`config.mk`:
```
export PLATFORM = sky130hd
export DESIGN_NAME = pluck_sequencer
export DESIGN_NICKNAME = d
export VERILOG_FILES = /design/src/rtl/pluck_pkg.sv /design/src/rtl/pluck_down_counter.sv /design/src/rtl/pluck_sequencer.sv
export SDC_FILE = /design/constraint.sdc
export NUM_CORES = 1
export LEC_CHECK = 0
export CAP_MARGIN = 0
export CORE_ASPECT_RATIO = 1.4
export CORE_MARGIN = 5
export CORE_UTILIZATION = 37
export CTS_CLUSTER_SIZE = 16
export DETAILED_ROUTE_END_ITERATION = 8
export PLACE_DENSITY = 0.58
export SLEW_MARGIN = 10
export SYNTH_ARGS = -nofsm -noshare
export SYNTH_HDL_FRONTEND = slang
export SYNTH_SLANG_ARGS = --single-unit
```
`constraint.sdc`:
```
create_clock -name clk -period 2.72 [get_ports clk]
set_input_delay 0.408 -clock clk [delete_from_list [all_inputs] [get_ports clk]]
set_output_delay 0.408 -clock clk [all_outputs]
set_load 0.1 [all_outputs]
```
`src/rtl/pluck_pkg.sv`:
```
`default_nettype none
// ============================================================================
// Module      : pluck_pkg
// Description : Shared types and default constants for the plucked-string
//               voice sequencer.
//               - pluck_state_t : sequencer FSM state encoding
//               - LEN_W_DEF     : default delay-length width
//               - SUS_W_DEF     : default sustain-counter width
//               - MIN_LEN       : smallest legal delay length
//               - CLR_CYC_DEF   : default number of delay-line clear cycles
// Revision    : 1.0 - initial release
// ============================================================================
package pluck_pkg;

    localparam int LEN_W_DEF   = 10;
    localparam int SUS_W_DEF   = 24;
    localparam int MIN_LEN     = 2;
    localparam int CLR_CYC_DEF = 2;

    typedef enum logic [1:0] {
        IDLE  = 2'd0,
        CLEAR = 2'd1,
        FILL  = 2'd2,
        RING  = 2'd3
    } pluck_state_t;

endpackage : pluck_pkg
`default_nettype wire

```
`src/rtl/pluck_down_counter.sv`:
```
`default_nettype none
// ============================================================================
// Module      : pluck_down_counter
// Description : Unsigned down-counter that saturates at zero. A phase of N
//               cycles is timed by loading N-1; the zero flag marks the last
//               cycle of the phase.
// Ports       : clk      - system clock
//               reset_n  - synchronous reset, active-high
//               load     - load load_val (takes priority over en)
//               load_val - value to load
//               en       - decrement enable (holds at zero, never wraps)
//               zero     - count is zero
// Revision    : 1.0 - initial release
// ============================================================================
module pluck_down_counter #(
    parameter int WIDTH = 8
) (
    input  logic             clk,
    input  logic             reset_n,
    input  logic             load,
    input  logic [WIDTH-1:0] load_val,
    input  logic             en,
    output logic             zero
);

    logic [WIDTH-1:0] r_count;

    always_ff @(posedge clk) begin
        if (reset_n) begin
            r_count <= '0;
        end else if (load) begin
            r_count <= load_val;
        end else if (en && (r_count != '0)) begin
            r_count <= r_count - WIDTH'(1);
        end
    end

    assign zero = (r_count == '0);

endmodule : pluck_down_counter
`default_nettype wire

```
`src/rtl/pluck_sequencer.sv`:
```
`default_nettype none
// ============================================================================
// Module      : pluck_sequencer
// Description : Sequences one plucked-string voice on the feedback delay line:
//               accept note -> clear delay line (CLR_CYC cycles) -> fill with
//               noise for one delay period (len cycles) -> ring for the
//               sustain time or until note_off.
// Ports       : clk        - system clock
//               reset_n    - synchronous reset, active-high (despite name)
//               note_valid - note request present
//               note_ready - request accepted this cycle (combinational)
//               note_len   - delay length, sampled on accept, clamped to
//                            MIN_LEN
//               note_sus   - ring cycles after fill, 0 = until note_off
//               note_off   - single-cycle release request
//               sr_clear   - delay-line clear
//               trig       - 1 = noise into delay line, 0 = feedback
//               sr_length  - delay length to the delay line
//               busy       - sequencer not idle
//               done       - one-cycle pulse on return to IDLE
// Config      : PLUCK_RETRIGGER_EN - when defined, a new note may be accepted
//               while ringing and restarts the voice without a done pulse.
// Revision    : 1.0 - initial release
// ============================================================================
module pluck_sequencer
    import pluck_pkg::*;
#(
    parameter int LEN_W   = pluck_pkg::LEN_W_DEF,
    parameter int SUS_W   = pluck_pkg::SUS_W_DEF,
    parameter int MIN_LEN = pluck_pkg::MIN_LEN,
    parameter int CLR_CYC = pluck_pkg::CLR_CYC_DEF
) (
    input  logic             clk,
    input  logic             reset_n,
    input  logic             note_valid,
    output logic             note_ready,
    input  logic [LEN_W-1:0] note_len,
    input  logic [SUS_W-1:0] note_sus,
    input  logic             note_off,
    output logic             sr_clear,
    output logic             trig,
    output logic [LEN_W-1:0] sr_length,
    output logic             busy,
    output logic             done
);

    localparam logic [LEN_W-1:0] c_MIN_LEN  = LEN_W'(MIN_LEN);
    localparam logic [LEN_W-1:0] c_CLR_LOAD = LEN_W'(CLR_CYC - 1);

    pluck_state_t     r_state;
    pluck_state_t     w_next_state;

    logic [LEN_W-1:0] r_len;
    logic [SUS_W-1:0] r_sus;
    logic             r_pend;       // note_off seen during FILL
    logic             r_clear;
    logic             r_trig;
    logic             r_busy;
    logic             r_done;

    logic             w_ready;
    logic             w_accept;
    logic [LEN_W-1:0] w_len_clamped;

    logic             w_ld_phase;
    logic [LEN_W-1:0] w_ld_phase_val;
    logic             w_zero_phase;
    logic             w_ld_sus;
    logic [SUS_W-1:0] w_ld_sus_val;
    logic             w_zero_sus;

    logic             w_clear;
    logic             w_trig;
    logic             w_busy;
    logic             w_done;

`ifdef PLUCK_RETRIGGER_EN
    assign w_ready = (r_state == IDLE) || (r_state == RING);
`else
    assign w_ready = (r_state == IDLE);
`endif

    assign note_ready    = w_ready;
    assign w_accept      = note_valid && w_ready;
    assign w_len_clamped = (note_len < c_MIN_LEN) ? c_MIN_LEN : note_len;

    // One counter times both CLEAR and FILL since they never overlap.
    pluck_down_counter #(
        .WIDTH (LEN_W)
    ) u_phase_cnt (
        .clk      (clk),
        .reset_n  (reset_n),
        .load     (w_ld_phase),
        .load_val (w_ld_phase_val),
        .en       ((r_state == CLEAR) || (r_state == FILL)),
        .zero     (w_zero_phase)
    );

    pluck_down_counter #(
        .WIDTH (SUS_W)
    ) u_sus_cnt (
        .clk      (clk),
        .reset_n  (reset_n),
        .load     (w_ld_sus),
        .load_val (w_ld_sus_val),
        .en       (r_state == RING),
        .zero     (w_zero_sus)
    );

    // ------------------------------------------------------------------
    // State register, latched note parameters and registered outputs
    // ------------------------------------------------------------------
    always_ff @(posedge clk) begin
        if (reset_n) begin
            r_state <= IDLE;
            r_len   <= c_MIN_LEN;
            r_sus   <= '0;
            r_pend  <= 1'b0;
            r_clear <= 1'b0;
            r_trig  <= 1'b0;
            r_busy  <= 1'b0;
            r_done  <= 1'b0;
        end else begin
            r_state <= w_next_state;
            r_clear <= w_clear;
            r_trig  <= w_trig;
            r_busy  <= w_busy;
            r_done  <= w_done;
            if (w_accept) begin
                r_len <= w_len_clamped;
                r_sus <= note_sus;
            end
            // Flag lives only while FILL continues; it is consumed at FILL end.
            r_pend <= (r_state == FILL) && (w_next_state == FILL) && (r_pend || note_off);
        end
    end

    // ------------------------------------------------------------------
    // Next-state and counter-load logic
    // ------------------------------------------------------------------
    always_comb begin
        w_next_state   = r_state;
        w_ld_phase     = 1'b0;
        w_ld_phase_val = '0;
        w_ld_sus       = 1'b0;
        w_ld_sus_val   = '0;
        case (r_state)
            IDLE: begin
                if (w_accept) begin
                    w_next_state   = CLEAR;
                    w_ld_phase     = 1'b1;
                    w_ld_phase_val = c_CLR_LOAD;
                end
            end
            CLEAR: begin
                if (w_zero_phase) begin
                    w_next_state   = FILL;
                    w_ld_phase     = 1'b1;
                    w_ld_phase_val = r_len - LEN_W'(1);
                end
            end
            FILL: begin
                // A release on the last FILL cycle counts as well.
                if (w_zero_phase) begin
                    if (r_pend || note_off) begin
                        w_next_state = IDLE;
                    end else begin
                        w_next_state = RING;
                        w_ld_sus     = 1'b1;
                        w_ld_sus_val = (r_sus == '0) ? '0 : (r_sus - SUS_W'(1));
                    end
                end
            end
            RING: begin
                // w_accept can only be set here in the retrigger build;
                // it wins over a simultaneous note_off.
                if (w_accept) begin
                    w_next_state   = CLEAR;
                    w_ld_phase     = 1'b1;
                    w_ld_phase_val = c_CLR_LOAD;
                end else if (note_off) begin
                    w_next_state = IDLE;
                end else if ((r_sus != '0) && w_zero_sus) begin
                    w_next_state = IDLE;
                end
            end
            default: begin
                w_next_state = IDLE;
            end
        endcase
    end

    // ------------------------------------------------------------------
    // Output decode from the upcoming state, registered above
    // ------------------------------------------------------------------
    always_comb begin
        w_clear = (w_next_state == CLEAR);
        w_trig  = (w_next_state == FILL);
        w_busy  = (w_next_state != IDLE);
        w_done  = (w_next_state == IDLE) && ((r_state == FILL) || (r_state == RING));
    end

    assign sr_clear  = r_clear;
    assign trig      = r_trig;
    assign sr_length = r_len;
    assign busy      = r_busy;
    assign done      = r_done;

endmodule : pluck_sequencer
`default_nettype wire

```
* After elaboration in Yosys (flattened, before gate mapping) *
Index checks and enable logic that the tools add are counted.

storage, ports and cells
  bits in registers = 75
  bits of input ports = 38
  output and inout bits = 15
  logic and storage cells = 68

operators by class
  add/subtract/negate cells = 4
  order comparisons = 1
  equal/unequal tests = 5
  muxes and demuxes = 26
  reduce and logical (&&, ||, !) cells = 22

operator list
  cell                     number
  $mux W24                 6
  $logic_not A24 Y1        2
  $reduce_bool A24 Y1      2
  $sub A24 B1 Y24 const B  2
  $mux W10                 4
  $pmux W10 S2             1
  $sub A10 B1 Y10 const B  2
  $mux W2                  7
  $logic_not A10 Y1        1
  $lt A10 B2 Y1 const B    1
  $reduce_bool A10 Y1      1
  $pmux W2 S4              1
  $logic_and A1 B1 Y1      7
  $eq A2 B2 Y1 const B     3
  $mux W1                  6
  $reduce_bool A2 Y1       3
  $eq A2 B1 Y1 const B     2
  $logic_not A2 Y1         2
  $logic_or A1 B1 Y1       3
  $pmux W1 S2              1
  $reduce_or A2 Y1         1

* Longest topological paths before layout *
  depth in word-level cells = 9
  mapped depth = 10
  mapped depth without buffers = 8

* Cells and area by module *
Synthesis repeated with hierarchy kept, for this count alone.

second synthesis, totals
  cells, all modules = 579
  area total of the unflattened synthesis = 4613.2 um^2

modules (own cells, without submodules)
  module                             times used  cells each  area an instance (um^2)  seq. area each (um^2)
  pluck_sequencer                    1           327         2427.3                   820.8
  pluck_down_counter at u_sus_cnt    1           180         1559.0                   480.5
  pluck_down_counter at u_phase_cnt  1           72          626.9                    200.2

* Worst setup path before layout *
No wires, ideal clock.

  kind = reg2reg
  from = reg r_state[1]
  to = reg u_phase_cnt.r_count[4]
  library setup time = 0.079 ns
  arrival = 2.629 ns
  slack = 0.012 ns
  stages on the path, launching flop included = 11
  buffers on the path = 2
  cells stage by stage = dfxtp_1 > inv_1 > ha_1 > nand2_1 > nor2_1 > or2_1 > buf_4 > or2_1 > buf_4 > a21oi_2 > a211oi_2

between the ends
  longest elaborated chain between the ends = 5
  elaborated cells between the ends (all ways) = 13
  classes of those cells = 3 x eq/ne; 4 x mux; 6 x reduce/logical

RTL lines
  element                                         line                                            text
  from (decl)                                     pluck_sequencer.sv:50                           pluck_state_t r_state;
  from (signal assigned)                          pluck_sequencer.sv:124                          r_state <= w_next_state;
  $logic_not A2 Y1 (*)                            pluck_sequencer.sv:80                           assign w_ready = (r_state == IDLE);
  via note_ready                                  pluck_sequencer.sv:36                           output logic note_ready,
  $logic_and A1 B1 Y1                             pluck_sequencer.sv:84                           assign w_accept = note_valid && w_ready;
  $mux W1                                         pluck_sequencer.sv:149, pluck_sequencer.sv:177
  $pmux W1 S2                                     pluck_sequencer.sv:147                          case (r_state)
  $mux W10 or $reduce_bool A2 Y1 (tied branches)  --
  to (signal assigned)                            pluck_down_counter.sv:32                        r_count <= load_val;
  to (signal assigned)                            pluck_down_counter.sv:34                        r_count <= r_count - WIDTH'(1);
  to (decl)                                       pluck_down_counter.sv:26                        logic [WIDTH-1:0] r_count;

The timed path passes the listed nets; every way through them passes the cells marked *.
A chain may end at the register's enable or synchronous reset.

* Worst setup path in the final report *
  from = reg u_phase_cnt.r_count[0]
  to = reg u_sus_cnt.r_count[1]

between the ends
  longest elaborated chain between the ends = 4
  elaborated cells between the ends (all ways) = 7
  classes of those cells = 5 x mux; 2 x reduce/logical

RTL lines
  element                                         line                      text
  $logic_not A10 Y1 (*)                           pluck_down_counter.sv:38  assign zero = (r_count == '0);
  $mux W24 or $mux W1 (tied branches)             pluck_sequencer.sv:164    if (w_zero_phase) begin
  $mux W24 or $mux W1 (tied branches)             pluck_sequencer.sv:147
  $mux W24 or $reduce_bool A2 Y1 (tied branches)  --
  to (signal assigned)                            pluck_down_counter.sv:32
  to (signal assigned)                            pluck_down_counter.sv:34
  to (decl)                                       pluck_down_counter.sv:26

Every way passes the cells marked *; elsewhere a longest branch is shown, timed or not.

==> flow_metrics.py <==
metrics = {
    "status": {
        "outcome": "finished clean",
    },
    "die": {
        "initial_core_util_pct": 37.8,
        "core_area_um2": 11400,
        "fp-row-count": 46,
        "die_h_um": 138,
        "die_area_um2": 13900,
        "pin_count": 53,
        "die_w_um": 101,
    },
    "yosys": {
        "synthFlopType": "dfxtp_1",
        "synth_cell_type_count": 65,
        "synth_edf_count": 0,
        "yosysSeqAreaShare_pct": 34.8,
        "synth.avg_cell_area_um2": 8.03,
        "synth_seq_cells": 75,
        "syn_inst": 537,
        "syn_nets": 587,
        "synthArstFlopShare_pct": 0,
        "mappedNetlistArea_um2": 4310,
        "yosysWarnings": 0,
    },
    "finish": {
        "multi_input_area_um2": 2630,
        "regArea_um2": 1500,
        "drive_gt1_share_pct": 12.9,
        "num_antenna_cells": 0,
        "n_fill_cell": 1158,
        "nNetsFinal": 642,
        "syn_to_final_growth_pct": 22.1,
        "layout_common_cells": "nand2_1 (90), dfxtp_1 (75), nor2_1 (51)",
        "layout_commonest_cell": "nand2_1",
    },
    "worst_hold_path": {
        "hold_path_depth": 2,
        "hold_class": "reg2reg",
    },
    "clock_tree": {
        "cts.sinks": 75,
        "post_cts_buffers": 0,
        "cts_hold_buf": 0,
        "clock_latency_ns": 0.34,
        "cts_tree": "built",
        "numCtsBuffers": 9,
        "path_clk_slew_ns": 0.06,
        "cts-htree-levels": 3,
        "cts_root_buf": "clkbuf_16",
        "clk_path_buf_depth": 2,
    },
    "sta": {
        "setup_viol": 0,
        "tns_ns": 0,
        "relSlewSlack_pct": 60.9,
        "period_share_pct": 90.6,
        "grt_setup_unrepaired": "false",
        "worstMarginPinSlew_ns": 0.578,
        "skew_ns": 0.00778,
        "fmax_mhz": 406,
        "timing.final.crit_period_ns": 2.46,
        "hold_viol_final": 0,
        "setup_slack_ns": 0.257,
        "final-max-slew-violation-count": 0,
    },
    "pwr": {
        "clock_power_share_pct": 32.0,
        "power_density_nw_per_um2": 711,
        "leakage_nw": 2.03,
        "swShare_pct": 36.0,
        "combPwrFrac_pct": 33.1,
        "peakVddDrop_mv": 0.333,
        "power.switching_w": 0.00135,
        "seqPwrFrac_pct": 34.9,
        "p_int_w": 0.00240,
    },
    "critical_path": {
        "end_kind": "register",
        "critPathMaxFanout": 10,
        "start_kind": "register",
        "required_ns": 2.98,
        "arrival_ns": 2.72,
        "critPathKind": "reg2reg",
        "r2r_cells": 8,
    },
    "drt": {
        "avgRoutedWirePerCell_um": 15.2,
        "antenna_left": 0,
        "route.detailed.drc": 0,
        "num_vias": 3974,
        "avgViaCountPerCell": 5.36,
        "first_pass_iters": 4,
        "routed_wl_um": 11200,
        "drt_iter0_drc": 186,
    },
    "run": {
        "drv_cap": 0,
    },
    "global_routing": {
        "overflow": 0,
        "grt_max_degree": 35,
        "grt_pass1_wl_um": 18600,
        "grt_util_all_layers_pct": 16.8,
        "grt_pass1_vias": 3890,
        "antenna_found_initial": 0,
    },
    "place": {
        "dp_hpwl_um": 8720,
        "dp_slack_ns": 0.178,
        "place.gp.congestion": 0.861,
        "port_buffers": 52,
    },
}
==> layout make-up <==
class	instances	share of cell area, %
Multi-Input combinational cell	424	50.0
Sequential cell	75	28.5
Timing Repair Buffer	67	11.2
Clock buffer	10	4.54
Tap cell	144	3.42
Clock inverter	6	1.24
Inverter	15	1.07
==> worst paths after layout <==
| kind | startpoint | end | slack, ns |
|---|---|---|---|
| worst max register to register | u_phase_cnt.r_count[0] | u_sus_cnt.r_count[1] | 0.26 |
| worst max-delay path | u_phase_cnt.r_count[0] | u_sus_cnt.r_count[1] | 0.26 |
| worst min register to register | r_sus[14] | r_sus[14] | 0.49 |
| worst min-delay path | r_sus[14] | r_sus[14] | 0.49 |
==> cells in the mapped netlist, types with 2 or more instances <==
cell      count  share of area, %
nor4_4        2              0.99
o31ai_1       3              0.52
dfxtp_1      75                35
inv_1        15               1.3
nor2_1       51               4.4
buf_2         2              0.23
o22ai_1       6              0.87
nand3_1      10               1.2
a31oi_1       4              0.58
or3_1        11               1.6
xnor2_1      30               6.1
or2_1         2              0.29
nor3b_1       2              0.35
nand4_1       3              0.44
a21o_1        3              0.52
or2_2         2              0.29
nor4_2        2              0.58
nand2b_1      5              0.73
a311oi_1      2              0.41
nand3b_1      6               1.0
buf_6         2              0.52
a22oi_1       2              0.35
xor2_1       17               3.5
ha_1         12               3.5
o21ai_0       7              0.81
or4_1         5              0.87
a21oi_1      50               5.8
clkbuf_1     15               1.3
nor4_1       18               2.6
nor3_1       30               3.5
o211ai_1      4              0.70
o22a_1        2              0.41
a211oi_1      3              0.52
buf_4         2              0.35
o22ai_2      10               2.9
nor4b_1       2              0.41
and2_1        3              0.44
nand2_1      90               7.8
==> through the flow <==
step	instance area, um2	power [W]	hold slack (ns)	cells	utilization, %
2_1_floorplan	4310	0.00228	0.455	537	-
3_5_place_dp	4960	0.00257	0.484	725	43.5
3_3_place_gp	4960	0.00255	0.475	725	43.5
4_1_cts	5260	0.00378	0.491	741	46.2
5_1_grt	5270	0.00394	0.516	741	46.2
6_report	5270	0.00374	0.491	741	46.2
==> sequential cells by signal (all words and copies together) (netlist names) <==
| register | cells |
|---|---|
| u_sus_cnt.r_count | 24 |
| r_pend | 1 |
| u_phase_cnt.r_count | 10 |
| busy | 1 |
| sr_length | 10 |
| sr_clear | 1 |
| r_state | 2 |
| trig | 1 |
| r_sus | 24 |
| done | 1 |
==> layer usage <==
layer | GRT usage (%) | vias up | wire, um
li1 | - | 2011 | -
met1 | 19.9 | 1856 | 4860
met2 | 29.0 | 88 | 5730
met3 | 2.84 | 19 | 386
met4 | 7.91 | 0 | 259
met5 | 0 | - | 0
==> power by group through the flow <==
stage	sequential (W)	combinational (W)	clock, W
after global routing	0.00132	0.00136	0.00126
after floorplan	0.00140	0.000874	0
after detailed placement	0.00133	0.00124	0
after global placement	0.00132	0.00123	0
final	0.00131	0.00124	0.00120
after CTS	0.00130	0.00124	0.00123
==> cells by family after synthesis <==
| logic type | after synthesis | share of synthesized area, % |
|---|---|---|
| xor+xnor | 47 | 9.54 |
| compound gates | 109 | 17.5 |
| simple gates | 255 | 30.2 |
| fa+ha+maj | 12 | 3.48 |
| mux | 1 | 0.261 |
| buf+inv | 38 | 4.26 |
| flops | 75 | 34.8 |
==> critical path, stage by stage (launching register included) <==
cell,delay [ns]
dfxtp_1,0.31
inv_1,0.11
ha_1,0.17
or4b_1,0.54
nor3_4,0.26
nand2_4,0.14
or3_1,0.48
buf_4,0.23
o21ai_0,0.15
==> what timing repair did <==
| item | CTS | global route |
|---|---|---|
| gates resized for setup | 0 | 1 |
| hold endpoints to repair | 0 | 0 |
| endpoints found under the setup margin | 0 | 1 |
(Power assumes the default switching activity.)
